`src/rtl/fsm_seq_checker_sat_counter.sv`:
```
// rtl/fsm_seq_checker_sat_counter.sv - saturating up-counter with synchronous clear
module sat_counter #(
   parameter int W = 4
) (
   input  logic         i_clk,
   input  logic         i_rst_n,
   input  logic         i_inc,
   input  logic         i_clr,
   output logic [W-1:0] o_count
);

   logic [W-1:0] r_count;

   always_ff @(posedge i_clk or negedge i_rst_n) begin
      if (!i_rst_n) begin
         r_count <= '0;
      end else if (i_clr) begin
         r_count <= '0;
      end else if (i_inc && (r_count != {W{1'b1}})) begin
         r_count <= r_count + 1'b1;
      end
   end

   assign o_count = r_count;

endmodule

```
`config.mk`:
```
export PLATFORM = sky130hd
export DESIGN_NAME = sat_counter
export DESIGN_NICKNAME = d
export VERILOG_FILES = /design/src/rtl/fsm_seq_checker_sat_counter.sv
export SDC_FILE = /design/constraint.sdc
export NUM_CORES = 1
export LEC_CHECK = 0
export ABC_CLOCK_PERIOD_IN_PS = 1600
export CAP_MARGIN = 20
export CORE_AREA = 2 2 39 41
export DETAILED_ROUTE_END_ITERATION = 10
export DIE_AREA = 0 0 41 43
export PLACE_DENSITY = 0.35
export SLEW_MARGIN = 30
export SYNTH_ARGS = -nofsm -noshare
export SYNTH_HDL_FRONTEND = slang
export SYNTH_SLANG_ARGS = --single-unit
```
`constraint.sdc`:
```
create_clock -name i_clk -period 1.6 [get_ports i_clk]
set_input_delay 0.4 -clock i_clk [delete_from_list [all_inputs] [get_ports i_clk]]
set_output_delay 0.4 -clock i_clk [all_outputs]
set_load 0.005 [all_outputs]
```
Word level (Yosys, flattened, before mapping)
Index checks and enable logic that the tools add are counted.
{ "word_totals": {"memories": 0, "ram_bits": 0, "word_cells": 7, "inputBits": 4, "register_bits": 4, "romBits": 0, "out_inout_bits": 4, "latchBits": 0} }
{ "op_classes": {"div_mod_pow": 0, "addsub": 1, "n_shift": 0, "multipliers": 0, "n_lt_le_gt_ge": 0, "n_reduce_logical": 2, "n_mux": 2, "bitwise_logic": 0, "eq_ne": 1} }
{ "ops": {"columns": ["cell", "count"], "rows": [
  ["$mux 4", 2],
  ["$add 4x1->4 const B", 1],
  ["$ne 4x4->1 const B", 1],
  ["$reduce_bool 2->1", 1],
  ["$logic_and 1x1->1", 1]
]} }

Longest topological paths before layout
Gate-level depths: netlist of the first run.
{ "logic_depth": {"ltp_word": 4, "ltp_mapped": 4, "depth_no_buf": 4} }

Least setup slack after synthesis of the first run
Ideal clock, no wire load.
{ "synth_timing": {"path_kind": "register -> register", "start": "reg r_count[0], in the netlist o_count[0]", "end": "reg r_count[0], in the netlist o_count[0]", "synth_period_minus_slack_ns": 1.321, "path_stages_with_launch": 5, "arrival_time_ns": 1.196, "required_time_ns": 1.475, "setup_slack_ns": 0.279, "setup_ns": 0.125, "path_buffers": 0, "cell_sequence": "dfrtp_1 > ha_1 > and3_4 > nor2b_4 > mux2_4"} }
{ "synth_between": {"elab_chain_len": 3, "elab_cells_between_ends": 6, "classes_between": "add/sub: 1; eq/ne: 1; mux: 2; reduce/logical: 2"} }
{ "synth_rtl": {"columns": ["item", "line_no", "source"], "rows": [
  ["from (decl)", "12", "logic [W-1:0] r_count;"],
  ["from (signal assigned)", "20", "r_count <= r_count + 1'b1;"],
  ["$add 4x1->4 / $ne 4x4->1 (equally long branches)", "20, 19", null],
  ["$mux 4 / $logic_and 1x1->1 (equally long branches)", "19", "end else if (i_inc && (r_count != {W{1'b1}})) begin"],
  ["$mux 4 / $reduce_bool 2->1 (equally long branches)", null, null]
]} }
Parallel ways exist; a longest one is shown, timed or not. The select of a mux whose other input is x is not followed.
A chain may end at the register's enable or synchronous reset.

Final worst setup path of the first run
{ "layout_timing": {"start": "reg r_count[1], in the netlist o_count[1]", "end": "out o_count[1]"} }
{ "layout_rtl": {"columns": ["item", "line_no", "source"], "rows": [
  ["to (decl)", "9", "output logic [W-1:0] o_count"]
]} }
No word-level cell between the ends.

==> metrics.txt, run 1 <==
Std-Cell Rows=14; Sum Neg Setup Slack=0 ns; Clock Skews=between 0.002 and 0.0025 ns; Worst setup EP type=output port; CP arrival=1.09 ns; slowest stage delay, CP=0.50 ns; Initial DRC Count=0; GRT Util Overall=between 7 and 8%; Avg Inst Size Synth=11.4 µm²; cts bufs inserted=3; Post-Synthesis Cells=20; worst slew pin tran=0.180 ns; initial antenna violation count=0; pin count of the biggest net entering global routing=7; largest cells by area after synthesis=dfrtp_1, mux2_4, nor2b_4, ha_1, nand2b_1; CP Cell Sequence=clkdlybuf4s50_1; Worst Hold Class=in2async; dpl hpwl=421 µm; routed len/inst=10.7 µm; P&R area growth vs syn=63.4%; # diodes=0; commonest non-fill, non-tap cell in the layout=clkdlybuf4s50_1; max_cap viols=0; global-route wire length before repair=745 µm; fraction of layout cells with a size suffix above 1=roughly a third; Clock Tree Buf Depth=2; Period Utilization, post-route=93.4%; via count=203; biggest area consumer among synthesized cells=dfrtp_1; synthesized flop and latch total=4; Mapped Nets=25; vias in the first global route=179; max reg flops=4; RePlAce Congestion=0.612; Congestion Overflow GR=0; RSZ-0062 raised after global routing=false; Cell Pwr Density=758 nW/µm²; Final nets=around 40; Via density=4.06; Req. time, crit path=1.20 ns; TritonRoute pass-1 iters=1; Unique masters post-synth=15; YS warnings=0; routed wire length=533 µm; most frequent cells in the layout=clkdlybuf4s50_1, dfrtp_1, buf_4, clkbuf_4; Crit. Startpoint=o_count[1]; Fmax=669 MHz; worst reg-to-reg path cell count=5; Startpoint Class=flop; maximum vdd drop=207 µV; top-level I/O count=8; Synth top area share=between 40 and 50%; worst path buffer plus inverter count=1; worst slack, placed=0.0514 ns; Top Family by Delay on Critical Path=buffers and inverters; CTS clk-pin slew, worst paths=0.04 ns; clk sink count=4; final setup vio count=0; drt drc=0; CTS tree=built; starting density of the core=16.5%; Die X=41 µm; die area=1760 µm²; die height=roughly 43 µm; max_slew headroom=88.0%; Fin Hold WS=0.364 ns; RR Startpoint=o_count[1]; worst-path maximum fanout=2; Cell Area, Synth=approximately 230 µm²; # port buffers=7; outcome=complete, no violations; Final Hold Viols=0; htree depth=1; CP Class=reg2out; Root Driver=clkbuf_4; Final WS setup=approximately 0.11 ns; Crit path depth=1; Crit-path slowest cell=clkdlybuf4s50_1; final antenna-violating net count=0; Final min period=1.49 ns; total power=284 µW; Leakage=roughly 0.18 nW; Skew-Pair Late Insertion Delay=0.23 ns; final count of pins violating max slew=0; sequential share of the synthesized area=43.7%; Core ar.=1380 µm²
==> repair_timing <==
item / CTS / global route
hold buffers: 0 / 0
setup buffers: 0 / 4
gates resized for setup: 0 / 1
setup endpoints to repair: 0 / 4
==> power breakdown <==
group          switching [mW]  total [mW]  internal (mW)  leakage, nW
combinational          0.0165      0.0472         0.0307        0.115
clock                  0.0417       0.126         0.0839       0.0138
sequential            0.00422       0.111          0.107       0.0544
==> final cells by class <==
class                      instances  area [µm²]
sequential                         4         100
multi-input combinational         16         129
clock buffer                       3        22.5
tap                               16        20.0
fill                             146        1010
timing repair buffer              11         103
==> logic make-up (layout without fill, tap and decap cells) <==
family          Yosys count  count (layout)  share of synthesized area [%]
simple gates             10              10                           33.3
flops                     4               4                           43.7
compound gates            3               3                           6.56
mux                       2               2                           10.9
fa+ha+maj                 1               1                           5.46
buf+inv                   0              14                              0
==> per-stage QoR <==
step / std cells / area (µm²) / utilization, %
2_1_floorplan: 20 / 229 / -
3_3_place_gp: 43 / 319 / 23.1
3_5_place_dp: 43 / 319 / 23.1
4_1_cts: 46 / 342 / 24.7
5_1_grt: 50 / 374 / 27.0
6_report: 50 / 374 / 27.0
==> path summary, 6_finish.rpt <==
check / end / slack, ns
max: o_count[1] / 0.11
min: o_count[1] / 0.36
max reg2reg: o_count[0] / 0.15
min reg2reg: o_count[3] / 0.69
max in group asynchronous: o_count[2] / 1.07
min in group i_clk: o_count[3] / 0.69
==> Yosys cell counts <==
| master | instances |
|---|---|
| a21oi_1 | 2 |
| and3_4 | 1 |
| and4b_2 | 1 |
| dfrtp_1 | 4 |
| ha_1 | 1 |
| mux2_4 | 1 |
| mux2i_1 | 1 |
| nand2b_1 | 2 |
| nand4_1 | 1 |
| nor2_1 | 1 |
| nor2b_1 | 1 |
| nor2b_4 | 1 |
| nor3_1 | 1 |
| o21ai_0 | 1 |
| or2_0 | 1 |
==> layer usage <==
metal	global-route usage (%)	up-vias	wire length, µm
li1	-	102	-
met1	6.82	95	209
met2	9.69	6	285
met3	6.28	0	39
met4	6.00	0	0
met5	0	-	0
No activity file was read; power rests on OpenSTA's default activity.
==> run 2, diff against run 1 <==
--- a/config.mk
+++ b/config.mk
@@ -10,6 +10,7 @@
 export CORE_AREA = 2 2 39 41
 export DETAILED_ROUTE_END_ITERATION = 10
 export DIE_AREA = 0 0 41 43
+export HOLD_SLACK_MARGIN = 0.08
 export PLACE_DENSITY = 0.35
 export SLEW_MARGIN = 30
 export SYNTH_ARGS = -nofsm -noshare
==> results of run 2 <==
No change in the layout: final DEF, timing and power equal those of run 1.
==> run 3, diff against run 2 <==
--- a/config.mk
+++ b/config.mk
@@ -12,6 +12,7 @@
 export DIE_AREA = 0 0 41 43
 export HOLD_SLACK_MARGIN = 0.08
 export PLACE_DENSITY = 0.35
+export REMOVE_ABC_BUFFERS = 1
 export SLEW_MARGIN = 30
 export SYNTH_ARGS = -nofsm -noshare
 export SYNTH_HDL_FRONTEND = slang
==> results of run 3 <==
No change in the layout: final DEF, timing and power equal those of run 1.
